<file path="config.mk">
export PLATFORM = sky130hd
export DESIGN_NAME = mul_rr_scheduler_flat
export DESIGN_NICKNAME = d
export VERILOG_FILES = /design/src/rtl/mul_rr_scheduler_pkg.sv /design/src/rtl/mul_rr_scheduler_if.sv /design/src/rtl/mul_rr_scheduler_rr_pick.sv /design/src/rtl/mul_rr_scheduler.sv /design/src/flat_wrapper.sv
export SDC_FILE = /design/constraint.sdc
export NUM_CORES = 1
export LEC_CHECK = 0
export ABC_CLOCK_PERIOD_IN_PS = 3100
export CAP_MARGIN = 10
export CORE_UTILIZATION = 40
export DETAILED_ROUTE_END_ITERATION = 8
export HOLD_SLACK_MARGIN = 0.02
export PLACE_DENSITY = 0.8
export RECOVER_POWER = 25
export SYNTH_ARGS = -nofsm -noshare
export SYNTH_HDL_FRONTEND = slang
export SYNTH_SLANG_ARGS = --single-unit
</file>
<file path="constraint.sdc">
create_clock -name clk -period 3.1 [get_ports clk]
set_input_delay 0.62 -clock clk [delete_from_list [all_inputs] [get_ports clk]]
set_output_delay 0.62 -clock clk [all_outputs]
set_load 0.01 [all_outputs]
</file>
<file path="src/rtl/mul_rr_scheduler_pkg.sv">
// Shared types and helpers for the round-robin multiplier scheduler.
package mul_sched_pkg;

    typedef enum logic [1:0] {
        IDLE = 2'd0,
        WAIT = 2'd1,
        RESP = 2'd2
    } state_t;

    localparam int DEF_NUM_REQ = 4;
    localparam int DEF_WIDTH   = 8;
    localparam int DEF_MUL_LAT = 1;

    // Folds an index that may have stepped one lap past n back into 0..n-1.
    function automatic int wrap_idx(input int idx, input int n);
        return (idx >= n) ? idx - n : idx;
    endfunction

    // Requester index following idx, wrapping modulo n.
    function automatic int next_ptr(input int idx, input int n);
        return wrap_idx(idx + 1, n);
    endfunction

endpackage

</file>
<file path="src/rtl/mul_rr_scheduler_if.sv">
// Request, multiplier and response signals of the scheduler in one bundle.
interface mul_rr_scheduler_if
    import mul_sched_pkg::*;
#(
    parameter int NUM_REQ = DEF_NUM_REQ,
    parameter int WIDTH   = DEF_WIDTH
);
    localparam int IDW = $clog2(NUM_REQ);

    logic [NUM_REQ-1:0]       req_valid;
    logic [NUM_REQ*WIDTH-1:0] req_m;
    logic [NUM_REQ*WIDTH-1:0] req_n;
    logic [NUM_REQ-1:0]       req_ready;
    logic [WIDTH-1:0]         mul_m;
    logic [WIDTH-1:0]         mul_n;
    logic [2*WIDTH-1:0]       mul_in;
    logic                     resp_valid;
    logic                     resp_ready;
    logic [2*WIDTH-1:0]       resp_data;
    logic [IDW-1:0]           resp_id;
    logic                     busy;

    // Environment side: requesters, multiplier and response consumer.
    modport master (
        output req_valid, req_m, req_n, mul_in, resp_ready,
        input  req_ready, mul_m, mul_n, resp_valid, resp_data, resp_id, busy
    );

    // Scheduler side.
    modport slave (
        input  req_valid, req_m, req_n, mul_in, resp_ready,
        output req_ready, mul_m, mul_n, resp_valid, resp_data, resp_id, busy
    );

endinterface

</file>
<file path="src/rtl/mul_rr_scheduler_rr_pick.sv">
// Combinational round-robin picker: first valid requester at or above the pointer.
module rr_pick
    import mul_sched_pkg::*;
#(
    parameter int NUM_REQ = DEF_NUM_REQ,
    localparam int IDW    = $clog2(NUM_REQ)
) (
    input  logic [NUM_REQ-1:0] req_valid_i,
    input  logic [IDW-1:0]     rr_ptr_i,
    output logic               grant_valid_o,
    output logic [IDW-1:0]     grant_idx_o
);

    int cand;

    // Walk offsets from farthest to nearest so the nearest valid requester wins.
    always_comb begin
        grant_valid_o = 1'b0;
        grant_idx_o   = '0;
        cand          = 0;
        for (int k = NUM_REQ - 1; k >= 0; k--) begin
            cand = wrap_idx(int'(rr_ptr_i) + k, NUM_REQ);
            if (req_valid_i[IDW'(cand)]) begin
                grant_valid_o = 1'b1;
                grant_idx_o   = IDW'(cand);
            end
        end
    end

endmodule

</file>
<file path="src/rtl/mul_rr_scheduler.sv">
// Shares one multiplier among NUM_REQ requesters with round-robin arbitration,
// returning each product tagged with the id of the requester that supplied it.
module mul_rr_scheduler
    import mul_sched_pkg::*;
#(
    parameter int NUM_REQ = DEF_NUM_REQ,
    parameter int WIDTH   = DEF_WIDTH,
    parameter int MUL_LAT = DEF_MUL_LAT
) (
    input logic               clk,
    input logic               rst_n,
    mul_rr_scheduler_if.slave bus
);

    localparam int IDW  = $clog2(NUM_REQ);
    localparam int CNTW = 4;

    state_t               state_q, state_d;
    logic [IDW-1:0]       rrPtr_q, rrPtr_d;
    logic [IDW-1:0]       respId_q, respId_d;
    logic [WIDTH-1:0]     mulM_q, mulM_d;
    logic [WIDTH-1:0]     mulN_q, mulN_d;
    logic                 respValid_q, respValid_d;
    logic [2*WIDTH-1:0]   respData_q, respData_d;
    logic [CNTW-1:0]      cnt_q, cnt_d;

    logic                 grantValid;
    logic [IDW-1:0]       grantIdx;
    logic [NUM_REQ-1:0]   reqReady;
    logic [WIDTH-1:0]     selM;
    logic [WIDTH-1:0]     selN;

    rr_pick #(
        .NUM_REQ (NUM_REQ)
    ) u_pick (
        .req_valid_i   (bus.req_valid),
        .rr_ptr_i      (rrPtr_q),
        .grant_valid_o (grantValid),
        .grant_idx_o   (grantIdx)
    );

    // Select the winning requester's operand pair out of the packed buses.
    always_comb begin
        selM = '0;
        selN = '0;
        for (int i = 0; i < NUM_REQ; i++) begin
            if (grantIdx == IDW'(i)) begin
                selM = bus.req_m[i*WIDTH +: WIDTH];
                selN = bus.req_n[i*WIDTH +: WIDTH];
            end
        end
    end

    // Next-state logic. mul_in becomes valid MUL_LAT edges after the operands are
    // registered, so the counter starts at MUL_LAT and the capture happens on the
    // edge after that, giving exactly MUL_LAT+1 WAIT cycles.
    always_comb begin
        state_d     = state_q;
        rrPtr_d     = rrPtr_q;
        respId_d    = respId_q;
        mulM_d      = mulM_q;
        mulN_d      = mulN_q;
        respValid_d = respValid_q;
        respData_d  = respData_q;
        cnt_d       = cnt_q;
        reqReady    = '0;
        unique case (state_q)
            IDLE: begin
                if (grantValid) begin
                    reqReady[grantIdx] = 1'b1;
                    mulM_d   = selM;
                    mulN_d   = selN;
                    respId_d = grantIdx;
                    rrPtr_d  = IDW'(next_ptr(int'(grantIdx), NUM_REQ));
                    cnt_d    = CNTW'(MUL_LAT);
                    state_d  = WAIT;
                end
            end
            WAIT: begin
                if (cnt_q == '0) begin
                    respData_d  = bus.mul_in;
                    respValid_d = 1'b1;
                    state_d     = RESP;
                end else begin
                    cnt_d = cnt_q - 1'b1;
                end
            end
            RESP: begin
                if (respValid_q && bus.resp_ready) begin
                    respValid_d = 1'b0;
                    state_d     = IDLE;
                end
            end
            default: begin
                state_d = IDLE;
            end
        endcase
    end

    // State and datapath registers with synchronous active-low reset.
    always_ff @(posedge clk) begin
        if (!rst_n) begin
            state_q     <= IDLE;
            rrPtr_q     <= '0;
            respId_q    <= '0;
            mulM_q      <= '0;
            mulN_q      <= '0;
            respValid_q <= 1'b0;
            respData_q  <= '0;
            cnt_q       <= '0;
        end else begin
            state_q     <= state_d;
            rrPtr_q     <= rrPtr_d;
            respId_q    <= respId_d;
            mulM_q      <= mulM_d;
            mulN_q      <= mulN_d;
            respValid_q <= respValid_d;
            respData_q  <= respData_d;
            cnt_q       <= cnt_d;
        end
    end

    assign bus.req_ready  = reqReady;
    assign bus.mul_m      = mulM_q;
    assign bus.mul_n      = mulN_q;
    assign bus.resp_valid = respValid_q;
    assign bus.resp_data  = respData_q;
    assign bus.resp_id    = respId_q;
    assign bus.busy       = (state_q != IDLE);

endmodule

</file>
<file path="src/flat_wrapper.sv">
// flat-port wrapper written by rule: the top's interface ports become plain ports
module mul_rr_scheduler_flat import mul_sched_pkg::*;
#(
    parameter int NUM_REQ = DEF_NUM_REQ,
    parameter int WIDTH   = DEF_WIDTH,
    parameter int MUL_LAT = DEF_MUL_LAT
)
  (clk, rst_n, bus_req_valid, bus_req_m, bus_req_n, bus_mul_in, bus_resp_ready, bus_req_ready, bus_mul_m, bus_mul_n, bus_resp_valid, bus_resp_data, bus_resp_id, bus_busy);
  mul_rr_scheduler_if #(.NUM_REQ(NUM_REQ), .WIDTH(WIDTH)) bus_i ();
  input logic clk;
  input logic rst_n;
  input wire logic [$bits(bus_i.req_valid)-1:0] bus_req_valid;
  input wire logic [$bits(bus_i.req_m)-1:0] bus_req_m;
  input wire logic [$bits(bus_i.req_n)-1:0] bus_req_n;
  input wire logic [$bits(bus_i.mul_in)-1:0] bus_mul_in;
  input wire logic [$bits(bus_i.resp_ready)-1:0] bus_resp_ready;
  output wire logic [$bits(bus_i.req_ready)-1:0] bus_req_ready;
  output wire logic [$bits(bus_i.mul_m)-1:0] bus_mul_m;
  output wire logic [$bits(bus_i.mul_n)-1:0] bus_mul_n;
  output wire logic [$bits(bus_i.resp_valid)-1:0] bus_resp_valid;
  output wire logic [$bits(bus_i.resp_data)-1:0] bus_resp_data;
  output wire logic [$bits(bus_i.resp_id)-1:0] bus_resp_id;
  output wire logic [$bits(bus_i.busy)-1:0] bus_busy;
  assign bus_i.req_valid = bus_req_valid;
  assign bus_i.req_m = bus_req_m;
  assign bus_i.req_n = bus_req_n;
  assign bus_i.mul_in = bus_mul_in;
  assign bus_i.resp_ready = bus_resp_ready;
  assign bus_req_ready = bus_i.req_ready;
  assign bus_mul_m = bus_i.mul_m;
  assign bus_mul_n = bus_i.mul_n;
  assign bus_resp_valid = bus_i.resp_valid;
  assign bus_resp_data = bus_i.resp_data;
  assign bus_resp_id = bus_i.resp_id;
  assign bus_busy = bus_i.busy;
  mul_rr_scheduler #(.NUM_REQ(NUM_REQ), .WIDTH(WIDTH), .MUL_LAT(MUL_LAT)) u_core (.clk(clk), .rst_n(rst_n), .bus(bus_i));
endmodule
</file>
### Word-level counts from Yosys, hierarchy flattened

Index checks and enable logic that the tools add are counted.

* order comparisons: 11
* add/subtract/negate cells: 10
* mux-type cells: 47
* eq/ne operators: 9
* reductions and logical operators: 13

Operator list (count)
* $mux W8: 8
* $mux W2: 12
* $lt A2 B4 Y1 const B: 4
* $mux W4: 4
* $mux W1: 15
* $ge A3 B3 Y1 const B: 4
* $sub A2 B1 Y2 const B: 5
* $reduce_and A3 Y1: 3
* $bmux W1 S2: 4
* $pmux W4 S2: 1
* $add A2 B1 Y3 const B: 2
* $add A2 B2 Y3 const B: 2
* $eq A2 B2 Y1 const B: 3
* $ne A2 B1 Y1 const B: 3
* $pmux W2 S3: 1
* $reduce_bool A2 Y1: 3
* $eq A2 B1 Y1 const B: 2
* $logic_not A2 Y1: 2
* $logic_not A4 Y1: 1
* $reduce_and A2 Y1: 2
* $sub A4 B1 Y4 const B: 1
* $ge A2 B3 Y1 const B: 1
* $lt A2 B3 Y1 const B: 1
* $demux W1 S2: 1
* other kinds (4): 5

* output and inout port bits: 40
* logic and storage cells: 98
* register bits after elaboration: 43
* bits of input ports: 87

### Depth between registers and ports, before layout

* depth after elaboration: 16
* gate-level depth with buffers: 9
* mapped depth without buffers: 7

### Hierarchy

From an unflattened synthesis, not the netlist that was laid out.

* cell total of the unflattened synthesis: 299
* area total of the unflattened synthesis: 2536.2 µm²

Modules (own cells, without submodules)
* mul_rr_scheduler: cells each 286, times used 1, seq. area each 860.8 µm², area each 2458.6 µm²
* rr_pick: cells each 13, times used 1, seq. area each 0.0 µm², area each 77.6 µm²

### Worst setup path after synthesis

Ideal clock, no wire load.

* kind: input -> output
* start: input bus_req_valid[1]
* end: output bus_req_ready[0]
* buffers on the path: 2
* required time: 2.480 ns
* path slack: 0.411 ns
* arrival: 2.069 ns
* stages on the path: 7
* cells stage by stage: or3b_2 o221a_2 inv_1 ha_1 buf_2 clkbuf_1 and3_1

* longest elaborated chain between the ends: 13
* elaborated cells between the ends (all ways): 27
* classes of those cells: 2 x order compare; 24 x mux; 1 x reduce/logical

RTL lines
* start, declared: RTL line flat_wrapper.sv:12 `input wire logic [$bits(bus_i.req_valid)-1:0] bus_req_valid;`
* $bmux W1 S2: RTL line mul_rr_scheduler_rr_pick.sv:23 `if (req_valid_i[IDW'(cand)]) begin`
* $mux W1 (not written as such) (2 in series): RTL line mul_rr_scheduler_rr_pick.sv:23
* $mux W2 (3 in series): RTL line mul_rr_scheduler_rr_pick.sv:23
* $mux W2 (*): RTL line mul_rr_scheduler_rr_pick.sv:23
* via u_core.grantIdx[0]: RTL line mul_rr_scheduler.sv:28 `logic [IDW-1:0] grantIdx;`
* $lt A2 B3 Y1 (not written as such) / $ge A2 B1 Y1 (equally long branches): RTL line mul_rr_scheduler.sv:70 `reqReady[grantIdx] = 1'b1;`
* $logic_and A1 B1 Y1 (not written as such): RTL line mul_rr_scheduler.sv:70
* $mux W1 (not written as such): RTL line mul_rr_scheduler.sv:70
* $demux W1 S2 (*)
* $mux W4 (*): RTL line mul_rr_scheduler.sv:69 `if (grantValid) begin`
* $mux W4 (*): RTL line mul_rr_scheduler.sv:67 `unique case (state_q)`
* end, declared: RTL line flat_wrapper.sv:17 `output wire logic [$bits(bus_i.req_ready)-1:0] bus_req_ready;`

Mark *: on every way through the listed nets, which the timed path passes. The rest lies on a longest branch. The select of a mux whose other input is x is not followed.

### Worst setup path in the final report

* start: input bus_req_valid[1]
* end: output bus_req_ready[1]

Same word-level chain as after synthesis.

==> summary.md <==
The flow ran to the end, and the final reports show no timing, DRC or antenna violations. The routed layout has 2737 vias. The most common cell after layout, fill and taps aside is sky130_fd_sc_hd__clkdlybuf4s50_1. Synthesis instantiated 45 different standard cells from the library. The final antenna diode count is 0, and the clock-pin slew of the registers on the worst-case setup and hold paths is 80 ps. The tools report the total area of multi-input combinational cells as 1430 sq um. The tools report the initial core utilization as 42.0%. The cell depth of the worst flop-to-flop path works out to 8. After detailed routing, the number of vias per cell comes to 5.51. The number of nets in the synthesized netlist is 396.

The number of buffers added by the clock tree synthesis step was 5; the time the final worst path needs with I/O delays and setup was 3030 ps. After the last flow step, the layout net total stands at 513. The tools report the critical path endpoint category as an output port. Global routing consumed, over all layers together, 23.5% of the routing resources. The synthesized instance count is 304, and the initial antenna violation count is 0. The count of filler cells inserted in the layout is 522, and the total clock sinks is 43.

The final global-route overflow total is 0, and the max-capacitance violation count is 0. In the final routed layout, each cell accounts on average for 15.7 microns. The core occupancy in the finished layout was 65.4%.

By startpoint and endpoint, the worst setup path is classified as primary input to output port. The clock latency of the later-clocked register in the worst-skew pair was 290 ps. The placeable core region was 5990 sq um; the H-tree depth was 2.

Classification of the worst-slack hold path: flop to flop. The Yosys step of the flow raised 0 warnings. The run gives 34.2% as the share of the yosys chip area belonging to registers.

Relative to the synthesized area, the layout overhead comes to 55.8%. The tools report the number of pins exceeding their max-slew limit in the final report as 0. The worst register-to-register path begins at u_core.rrPtr_q[1]. For the DRC marker count from the first detailed-route iteration, the log shows 208. After routing the design area is 3920 sq um.

The start point of the worst min-delay path was u_core.bus.resp_data[3]. The worst setup path startpoint is bus_req_valid[1]. The worst-case IR drop observed on VDD is 291 uV. The share of the clock period used by the worst path after layout is 97.9%, and the critical path data required time is 2480 ps. Yosys mapped a number of flops with a built-in enable equal to 0. The library cells used most frequently in the layout, excluding fill and tap cells, are sky130_fd_sc_hd__clkdlybuf4s50_1 (101), sky130_fd_sc_hd__dfxtp_1 (43), sky130_fd_sc_hd__a21oi_1 (36), sky130_fd_sc_hd__inv_1 (23), sky130_fd_sc_hd__nand3_1 (22). Setup slack on the worst reg-to-reg path comes out at 710 ps. The number of rows in the core area is 28. After synthesis, the mean cell area works out to 8.27 sq um.

For this design the ratio of total power to cell area is 526 nW/um^2. Share of layout cells above drive strength 1: 12.3%. In the final layout, flip-flops and latches occupy 861 sq um.

In this run the cell area measured after placement is 3820 sq um. The biggest fanout along the worst timing path was 5; the number of detailed-route iterations in the first pass was 4. The synthesized netlist occupies a cell area of 2510 sq um. TritonCTS built the clock tree. Measured against its own limit, the worst slew margin works out to 52.6%. For hold timing, the worst endpoint is u_core.bus.resp_data[3]. Routability-driven placement finished with a final weighted congestion of 0.888. The endpoint of the lowest-slack register-to-register path was u_core.bus.mul_m[2].

Most instantiated flip-flop cell in the synthesis netlist: sky130_fd_sc_hd__dfxtp_1. The floorplan step defined a die boundary enclosing 6610 sq um. The die is 81.3 microns tall. The clock tree skew after final layout was 5.26 ps. Clock tree synthesis selected as its root buffer the cell sky130_fd_sc_hd__clkbuf_8. For this block, the routed nets add up to 7780 microns of wire. The number of buffer cells added on primary ports came out at 126. Entering global routing, the biggest net connects 33 pins.

No sink is reached through more buffers than the 2 on the longest clock path. The final-report setup violation count came out at 0. STA puts the critical path data arrival time at 2410 ps. The run gives 12100 microns as the wire length of the first global-routing pass. Setup repair after global routing left no endpoint under its margin. The floorplan step set the die width to 81.3 microns.

The half-perimeter wire length after placement was 5530 microns. The tools report the type of element launching the critical path as a primary input. Counting instances, the worst hold path has a depth of 2.

Derived from the worst setup path, the maximum achievable clock frequency is 330 MHz. In this run the static leakage power is 1.60 nW. For the I/O pin total, the log shows 127. The number of flip-flops and latches in the synthesized netlist was 43; the number of nets still failing antenna checks after routing was 0. For the total count of hold-check failures in the final report, the log shows 0. The number of global-route vias before repair is 2489, and the number of design rule violations left after detail routing is 0. At the pin with the least slew margin, the transition time is 711 ps. After synthesis, the share of flip-flops with an asynchronous set or reset is 0%.
routing by layer:
layer / global-route usage, % / wire (microns) / vias to the layer above
li1: - / - / 1355
met1: 33.3 / 3460 / 1273
met2: 35.3 / 3750 / 90
met3: 3.48 / 386 / 19
met4: 9.64 / 191 / 0
met5: 0 / 0 / -
logic make-up (layout without fill, tap and decap cells):
group	Yosys count	in the layout	share of synthesized area, %
AO/OA/AOI/OAI	101	101	28.4
AND/OR/NAND/NOR	99	99	24.3
buffers and inverters	55	173	10.2
flip-flops	43	43	34.2
adder cells (fa/ha/maj)	5	5	2.49
multiplexers	1	1	0.398
what timing repair did:
item | 4_1_cts | 5_1_grt
buffers inserted | 0 | 0
pin swaps | 0 | 0
endpoints found under the setup margin | 4 | 4
resized for setup | 8 | 9
hold buffers | 0 | 0
gates cloned | 0 | 0
final cells by class:
type                       count  area share [%]
tap                           75            2.40
clock inverter                 2           0.319
inverter                      25            2.40
sequential                    43            22.0
multi-input combinational    206            36.4
timing repair buffer         140            34.6
clock buffer                   6            1.85
through the flow:
stage	setup TNS (ps)	hold WS, ps	instances	setup slack, ps	power [mW]
2_1_floorplan	0	474	304	411	1.30
3_3_place_gp	-563	461	489	-170	1.71
3_5_place_dp	-774	468	489	-232	1.73
4_1_cts	0	479	497	23.6	2.09
5_1_grt	0	495	497	15.7	2.20
6_report	0	471	497	65.3	2.06
power breakdown:
part	internal [mW]	total [mW]	switching, mW
Clock	0.158	0.351	0.193
Combinational	0.509	0.988	0.478
Sequential	0.654	0.721	0.0669
critical path: stages:
cell and delay [ps]:
sky130_fd_sc_hd__clkdlybuf4s50_1 480, sky130_fd_sc_hd__or3b_2 500, sky130_fd_sc_hd__o221a_2 180, sky130_fd_sc_hd__ha_2 190, sky130_fd_sc_hd__and3_1 160, sky130_fd_sc_hd__dlygate4sd2_1 280
sequential cells by signal, indices dropped and copies added, names as in the netlist:
signal	cells
u_core.bus.resp_data	16
u_core.bus.mul_m	8
u_core.bus.mul_n	8
u_core.cnt_q	4
u_core.bus.resp_id	2
u_core.rrPtr_q	2
u_core.state_q	2
u_core.bus.resp_valid	1
synthesized netlist by cell type (2+ instances only):
cell	instances	area, sq um
sky130_fd_sc_hd__o221a_2	5	56.3
sky130_fd_sc_hd__nand3_1	22	110
sky130_fd_sc_hd__inv_1	24	90.1
sky130_fd_sc_hd__and3_1	4	25.0
sky130_fd_sc_hd__buf_2	12	60.1
sky130_fd_sc_hd__or3b_2	2	17.5
sky130_fd_sc_hd__nand3b_1	17	128
sky130_fd_sc_hd__o32ai_1	2	17.5
sky130_fd_sc_hd__nand2_1	21	78.8
sky130_fd_sc_hd__a21oi_1	37	185
sky130_fd_sc_hd__dfxtp_1	43	861
sky130_fd_sc_hd__a221oi_1	16	140
sky130_fd_sc_hd__buf_6	2	22.5
sky130_fd_sc_hd__nand2b_1	2	12.5
sky130_fd_sc_hd__nor2b_1	2	12.5
sky130_fd_sc_hd__nor2_1	6	22.5
sky130_fd_sc_hd__o221a_1	12	135
sky130_fd_sc_hd__clkbuf_1	14	52.6
sky130_fd_sc_hd__o21ai_0	20	100
sky130_fd_sc_hd__ha_1	5	62.6
sky130_fd_sc_hd__nand3_2	12	120
worst max path at each step:
stage / end / slack (ps) / depth (start not counted)
2_1_floorplan: bus_req_ready[0] / 410 / 7
3_3_place_gp: bus_req_ready[0] / -170 / 7
3_5_place_dp: bus_req_ready[0] / -230 / 7
4_1_cts: bus_req_ready[1] / 20 / 8
5_1_grt: bus_req_ready[1] / 20 / 8
6_report: bus_req_ready[1] / 70 / 6
(Power assumes the default switching activity.)
